**config.mk**
```make
export PLATFORM = sky130hd
export DESIGN_NAME = io_sram_ctrl
export DESIGN_NICKNAME = d
export VERILOG_FILES = /design/src/rtl/io_sram_pkg.sv /design/src/rtl/io_sram_lane_merge.sv /design/src/rtl/io_sram_ctrl.sv
export SDC_FILE = /design/constraint.sdc
export NUM_CORES = 1
export LEC_CHECK = 0
export CORE_MARGIN = 3
export CORE_UTILIZATION = 47
export CTS_CLUSTER_DIAMETER = 120
export CTS_CLUSTER_SIZE = 8
export DETAILED_ROUTE_END_ITERATION = 8
export GPL_ROUTABILITY_DRIVEN = 0
export PLACE_DENSITY = 0.84
export SYNTH_ARGS = -nofsm -noshare
export SYNTH_HDL_FRONTEND = slang
export SYNTH_SLANG_ARGS = --single-unit
export TNS_END_PERCENT = 20
```
**constraint.sdc**
```tcl
create_clock -name clk -period 4.6 [get_ports clk]
set_input_delay 0.69 -clock clk [delete_from_list [all_inputs] [get_ports clk]]
set_output_delay 0.69 -clock clk [all_outputs]
set_load 0.005 [all_outputs]
```
**src/rtl/io_sram_pkg.sv**
```systemverilog
// io_sram_pkg: shared types and helpers for the asynchronous-SRAM controller.
//   sram_state_t - controller FSM states
//   CntW         - width of the per-access latency counter (latencies 0..7)
//   merge_byte   - single-lane select used by the read-modify-write merge
package io_sram_pkg;

  localparam int unsigned CntW = 3;

  typedef enum logic [2:0] {
    StIdle,
    StRead,
    StRmwRd,
    StWrite,
    StDone
  } sram_state_t;

  // Take the new write byte where its lane is enabled, otherwise keep the SRAM byte.
  function automatic logic [7:0] merge_byte(input logic       sel,
                                            input logic [7:0] wbyte,
                                            input logic [7:0] rbyte);
    return sel ? wbyte : rbyte;
  endfunction

endpackage

```
**src/rtl/io_sram_lane_merge.sv**
```systemverilog
// io_sram_lane_merge: combinational per-byte merge for read-modify-write.
//   be     - lane enables of the pending write (1 = take wdata)
//   wdata  - pending write data
//   dq_in  - word just read from the SRAM
//   merged - word to write back
module io_sram_lane_merge
  import io_sram_pkg::*;
#(
  parameter int unsigned BE_W = 4
) (
  input  logic [BE_W-1:0]   be,
  input  logic [8*BE_W-1:0] wdata,
  input  logic [8*BE_W-1:0] dq_in,
  output logic [8*BE_W-1:0] merged
);

  always_comb begin
    merged = '0;
    for (int i = 0; i < int'(BE_W); i++) begin
      merged[8*i +: 8] = merge_byte(be[i], wdata[8*i +: 8], dq_in[8*i +: 8]);
    end
  end

endmodule

```
**src/rtl/io_sram_ctrl.sv**
```systemverilog
// io_sram_ctrl: asynchronous-SRAM controller behind a level-held request bus.
//   clk, rst               - system clock; asynchronous active-high reset
//   req_rd / req_wr        - read / write request, held until ready
//   req_addr, req_be,
//   req_wdata              - word address, write byte enables, write data
//   rdata                  - read data, held until the next read capture
//   ready                  - one-cycle acknowledge
//   wr_pending             - a posted write is still running at the SRAM
//   sram_cs_b/oe_b/we_b    - active-low SRAM strobes
//   sram_be_b              - active-low lane enables
//   sram_addr              - SRAM address
//   sram_dq_out/sram_dq_oe - write data and output enable for the pad tristate
//   sram_dq_in             - data from the pads
// Partial writes use native lane enables when NATIVE_BE=1, otherwise a read-modify-write.
// With POST_WR=1 writes are acknowledged when accepted and finish in the background.
// All outputs are registered; reset releases the data bus immediately.
module io_sram_ctrl
  import io_sram_pkg::*;
#(
  parameter int unsigned DATA_W    = 32,
  parameter int unsigned ADDR_W    = 19,
  parameter int unsigned RD_LAT    = 1,
  parameter int unsigned WR_LAT    = 1,
  parameter int unsigned NATIVE_BE = 0,
  parameter int unsigned POST_WR   = 0,
  localparam int unsigned BE_W     = DATA_W / 8
) (
  input  logic              clk,
  input  logic              rst,
  input  logic              req_rd,
  input  logic              req_wr,
  input  logic [ADDR_W-1:0] req_addr,
  input  logic [BE_W-1:0]   req_be,
  input  logic [DATA_W-1:0] req_wdata,
  output logic [DATA_W-1:0] rdata,
  output logic              ready,
  output logic              wr_pending,
  output logic              sram_cs_b,
  output logic              sram_oe_b,
  output logic              sram_we_b,
  output logic [BE_W-1:0]   sram_be_b,
  output logic [ADDR_W-1:0] sram_addr,
  output logic [DATA_W-1:0] sram_dq_out,
  output logic              sram_dq_oe,
  input  logic [DATA_W-1:0] sram_dq_in
);

  localparam logic [CntW-1:0] RdCnt = CntW'(RD_LAT);
  localparam logic [CntW-1:0] WrCnt = CntW'(WR_LAT);

  sram_state_t     state_q;
  logic [CntW-1:0] cnt_q;
  logic [BE_W-1:0] be_q;
  logic [DATA_W-1:0] wdata_q;
  logic [DATA_W-1:0] merged;
  logic              direct_wr;

  // Full-word writes never need the read phase, whatever the SRAM supports.
  assign direct_wr = (NATIVE_BE != 0) || (&req_be);

  io_sram_lane_merge #(
    .BE_W(BE_W)
  ) u_lane_merge (
    .be    (be_q),
    .wdata (wdata_q),
    .dq_in (sram_dq_in),
    .merged(merged)
  );

  always_ff @(posedge clk or posedge rst) begin
    if (rst) begin
      state_q     <= StIdle;
      cnt_q       <= '0;
      be_q        <= '0;
      wdata_q     <= '0;
      rdata       <= '0;
      ready       <= 1'b0;
      wr_pending  <= 1'b0;
      sram_cs_b   <= 1'b1;
      sram_oe_b   <= 1'b1;
      sram_we_b   <= 1'b1;
      sram_be_b   <= '1;
      sram_addr   <= '0;
      sram_dq_out <= '0;
      sram_dq_oe  <= 1'b0;
    end else begin
      ready <= 1'b0;
      case (state_q)
        StIdle: begin
          sram_cs_b  <= 1'b1;
          sram_oe_b  <= 1'b1;
          sram_we_b  <= 1'b1;
          sram_be_b  <= '1;
          sram_dq_oe <= 1'b0;
          if (req_rd || req_wr) begin
            sram_addr <= req_addr;
            be_q      <= req_be;
            wdata_q   <= req_wdata;
          end
          if (req_rd) begin
            sram_cs_b <= 1'b0;
            sram_oe_b <= 1'b0;
            sram_be_b <= '0;
            cnt_q     <= RdCnt;
            state_q   <= StRead;
          end else if (req_wr) begin
            if (direct_wr) begin
              sram_cs_b   <= 1'b0;
              sram_we_b   <= 1'b0;
              sram_be_b   <= (NATIVE_BE != 0) ? ~req_be : {BE_W{1'b0}};
              sram_dq_out <= req_wdata;
              sram_dq_oe  <= 1'b1;
              cnt_q       <= WrCnt;
              state_q     <= StWrite;
            end else begin
              sram_cs_b <= 1'b0;
              sram_oe_b <= 1'b0;
              sram_be_b <= '0;
              cnt_q     <= RdCnt;
              state_q   <= StRmwRd;
            end
            if (POST_WR != 0) begin
              ready      <= 1'b1;
              wr_pending <= 1'b1;
            end
          end
        end

        StRead: begin
          if (cnt_q != '0) begin
            cnt_q <= cnt_q - 1'b1;
          end else begin
            rdata     <= sram_dq_in;
            sram_cs_b <= 1'b1;
            sram_oe_b <= 1'b1;
            sram_be_b <= '1;
            ready     <= 1'b1;
            state_q   <= StDone;
          end
        end

        StRmwRd: begin
          if (cnt_q != '0) begin
            cnt_q <= cnt_q - 1'b1;
          end else begin
            // oe goes high on the same edge dq_oe rises, so the bus never contends.
            sram_oe_b   <= 1'b1;
            sram_we_b   <= 1'b0;
            sram_dq_out <= merged;
            sram_dq_oe  <= 1'b1;
            cnt_q       <= WrCnt;
            state_q     <= StWrite;
          end
        end

        StWrite: begin
          if (cnt_q != '0) begin
            cnt_q <= cnt_q - 1'b1;
          end else begin
            sram_cs_b  <= 1'b1;
            sram_we_b  <= 1'b1;
            sram_be_b  <= '1;
            sram_dq_oe <= 1'b0;
            if (POST_WR != 0) begin
              wr_pending <= 1'b0;
              state_q    <= StIdle;
            end else begin
              ready   <= 1'b1;
              state_q <= StDone;
            end
          end
        end

        // One dead cycle so the request being dropped is not accepted again.
        StDone: state_q <= StIdle;

        default: state_q <= StIdle;
      endcase
    end
  end

endmodule

```
==> impl.org <==
** STA
- After layout, the minimum clock period comes to ~2.6 ns.
- Adding up every negative setup slack in the final design gives 0 ns.
- Hold Vio Cnt, Final :: 0
- Setup repair after global routing left no endpoint under its margin.
- Worst Tran Pin Value :: between 1 and 1.5 ns
- Final-report setup violation count :: 0
- In the post-route analysis, the smallest setup slack over all paths is 1.99 ns.
- Measured against its own limit, the worst slew margin works out to between 20% and 30%.
- Dividing the final minimum period by the clock period gives approximately 57%.
- The number of max-slew violations in the final report is 0.
- Timing-limited maximum frequency :: approximately 380 MHz
- Largest clock skew in the final design :: slightly above 0.007 ns

** Routing
- For this block, the routed nets add up to approximately 14 mm of wire.
- After detailed routing, the number of vias per cell comes to around 5.0.
- Antenna Nets Post-Route :: 0
- Dividing the detail-routed wire length by the instance count gives ~17 um.
- Count of unresolved DRC violations after routing :: 0
- Initial DRT Pass Iterations :: 4
- Vias :: ~4000
- Iteration-0 DRC Markers :: ~190

** Final layout
- The net count of the finished layout is 729.
- Most frequent cells in the layout :: clkdlybuf4s50_1 (182), dfrtp_1 (127), mux2_2 (87)
- Leaving out fill and tap cells, the most frequent cell in the layout is clkdlybuf4s50_1.
- Area growth from synthesis to layout :: 41.9%
- Antenna diode count :: 0
- After routing the design area is between 8000 and 9000 um2.
- Cells with a size suffix above 1 make up roughly a fifth of the layout.

** Hold path
- The min-delay analysis places its worst path in the category register to register.

** Synthesis
- Per-instance average area after synthesis :: 12.8 um2
- After synthesis, the netlist uses 38 different library cells.
- Yosys mapped a number of flops with a built-in enable equal to 0.
- Proportion of synthesized chip area in sequential cells :: between 50% and 60%
- Net count after synthesis :: 554
- In the synthesized netlist the dominant register cell turns out to be dfrtp_1.
- For this run, the number of Yosys warnings is 1.
- Async set-reset flop share out of synthesis :: 100%
- Post-synthesis cell count :: about 460
- After synthesis the cells add up to between 5000 and 6000 um2.
- Counting flops and latches in the post-synthesis netlist gives 130.
- In the post-synthesis netlist, the biggest area contributors are dfrtp_1 (54%), mux2_2 (17%), mux2i_1 (11%).
- The share of synthesized area in the top cell type comes to 53.9%.
- Summed over all instances, the cell type with the most area after synthesis is dfrtp_1.

** Global routing
- The first global-routing pass estimated 23.5 mm of wire.
- For this run, global-route usage on met3 was measured as approximately 7.4%.
- The initial antenna violation count was 0.
- The number of global-route vias before repair was 4539.
- Overflow left after global routing :: 0
- Met1 Resource Use GR :: roughly a quarter
- Maximum number of pins on one net before global-route repair :: 74
- Routing layer with the top usage in global route :: met2
- GR Layer Usage met2 :: approximately 37%
- Global routing used about a fifth of the available tracks across all layers.

** CTS
- Counting the buffers created by CTS gives 17.
- The H-tree generated during clock tree synthesis spans 4 levels.
- In this run the deepest clock path goes through 2 buffers.
- Number of buffers added to fix hold violations after cts :: 0
- Quantity of gates resized following cts :: 0
- Number of sinks handled by clock tree synthesis :: 130
- CTS tree :: yes
- Clock-pin transition on the worst setup and hold timing paths :: about 0.050 ns
- Once the clock tree was built, the setup fixing pass inserted 0 buffers.
- Master cell of the clock root buffer :: clkbuf_16
- Skew-Pair Late Insertion Delay :: between 0.4 and 0.5 ns

** Floorplanning
- Chip width :: roughly 120 um
- The die covers 13900 um2.
- Row generation in the floorplan step produced 40 rows.
- 184 I/O pins were placed.
- The floorplan step defined a core boundary enclosing approximately 12000 um2.
- The initial utilization of the core area, before any placement, comes to approximately 48%.
- Die boundary height :: 118 um

** Power
- Cell area power density :: 725 nW/um2
- Leakage :: 3.82 nW
- Across the VDD grid, the largest voltage drop is about 0.44 mV.

** Setup path
- For the worst setup path, the data required time is 4.89 ns.
- The slowest stage of the critical path belongs to the cell nor3_4.
- Worst setup path class :: register to register
- Along the worst path, the maximum fanout reaches 17.
- Cell breakdown of the critical path :: inv_1, ha_1, nand3b_1, nor3_4, buf_4, mux2_2
- The worst setup path is launched from a register.
- STA classifies the critical path endpoint as a register.
- Data on the critical path arrives at its endpoint at 2.90 ns.
- On the worst path, the slowest cell contributes a delay of approximately 0.80 ns.
- Broken down by cell family, the worst path's largest delay share belongs to simple AND/OR/NAND/NOR gates.
- Total buffers and inverters traversed by the critical path :: 2

** Placed design
- # port buffers :: 182
- Post-Place Cell Area :: approximately 7700 um2
- Final HPWL DP :: ~9.9 mm
- Worst setup timing slack at the placement stage :: between 1.5 and 2 ns

** Status
- The flow ran to the end, and the final reports show no timing, DRC or antenna violations.

** Flow run
- Count of max-cap constraint violations :: 0
==> path summary, 6_finish.rpt <==
| kind | startpoint | endpoint | slack [ns] | cells past startpoint |
|---|---|---|---|---|
| max in group asynchronous | rst | sram_we_b | 2.97 | 3 |
| worst max-delay path | cnt_q[0] | rdata[22] | 1.99 | 6 |
| worst min-delay path | sram_addr[4] | sram_addr[4] | 0.50 | 1 |
| min in group asynchronous | rst | rdata[17] | 0.76 | 2 |
| worst min register to register | sram_addr[4] | sram_addr[4] | 0.50 | 1 |
| worst max register to register | cnt_q[0] | rdata[22] | 1.99 | 6 |
==> metrics by stage <==
step	hold slack, ns	util, %	cells	total power [mW]
6_report	0.501	68.8	817	6.06
3_5_place_dp	0.495	63.4	785	4.62
2_1_floorplan	0.466	-	461	3.49
5_1_grt	0.516	68.8	817	6.45
4_1_cts	0.507	68.8	817	6.13
3_3_place_gp	0.469	63.4	785	4.48
==> synth_stat cells (2+ instances only) <==
cell type and count:
clkbuf_1 6, mux2_2 87, o21ai_1 4, mux2i_1 64, nand3b_1 2, o21ai_0 31
nand2_1 32, dfrtp_1 127, buf_6 6, inv_1 38, dfstp_2 3, nor3_1 2
buf_2 6, nor2_1 11, buf_12 2, buf_4 6, ha_1 2, a21oi_1 8
buf_8 5
==> power by group <==
part / switching (mW) / internal, mW / leakage (nW)
clock network: 0.473 / 0.993 / 0.322
registers: 0.440 / 1.74 / 1.53
logic: 0.890 / 1.52 / 1.96
==> sequential cells by signal, indices dropped and copies added, names as in the netlist, 3 cells and up <==
| signal | flops |
|---|---|
| state_q | 3 |
| sram_dq_out | 32 |
| cnt_q | 3 |
| rdata | 32 |
| be_q | 4 |
| sram_addr | 19 |
| wdata_q | 32 |
==> area by class of cell <==
| type | instances | area (um2) |
|---|---|---|
| clock buffer | 24 | 512 |
| clock inverter | 8 | 146 |
| fill | 889 | 3790 |
| inverter | 38 | 145 |
| multi-input combinational | 262 | 2220 |
| sequential | 130 | 3260 |
| tap | 168 | 210 |
| timing repair buffer | 187 | 1870 |
==> per-layer routing <==
metal / vias to the layer above / share of wire, %
met5: - / 0
met4: 0 / 1.6
met3: 21 / 7.0
met2: 142 / 51
met1: 2038 / 40
li1: 1919 / -
==> worst register-to-register path, cell delays in order (launching register included) <==
cell,delay [ns]
dfrtp_1,0.38
inv_1,0.10
ha_1,0.20
nand3b_1,0.24
nor3_4,0.80
buf_4,0.40
mux2_2,0.38
==> kinds of logic (layout without fill, tap and decap cells) <==
logic type | Yosys count | after routing | share of synthesized area, %
other cells | 1 | 1 | 0.0636
fa+ha+maj | 2 | 2 | 0.424
mux | 152 | 152 | 27.7
simple gates | 56 | 56 | 4.65
buf+inv | 69 | 257 | 7.17
flops | 130 | 130 | 55.2
compound gates | 51 | 51 | 4.80
Note: power is estimated with default switching activity, not from simulation.
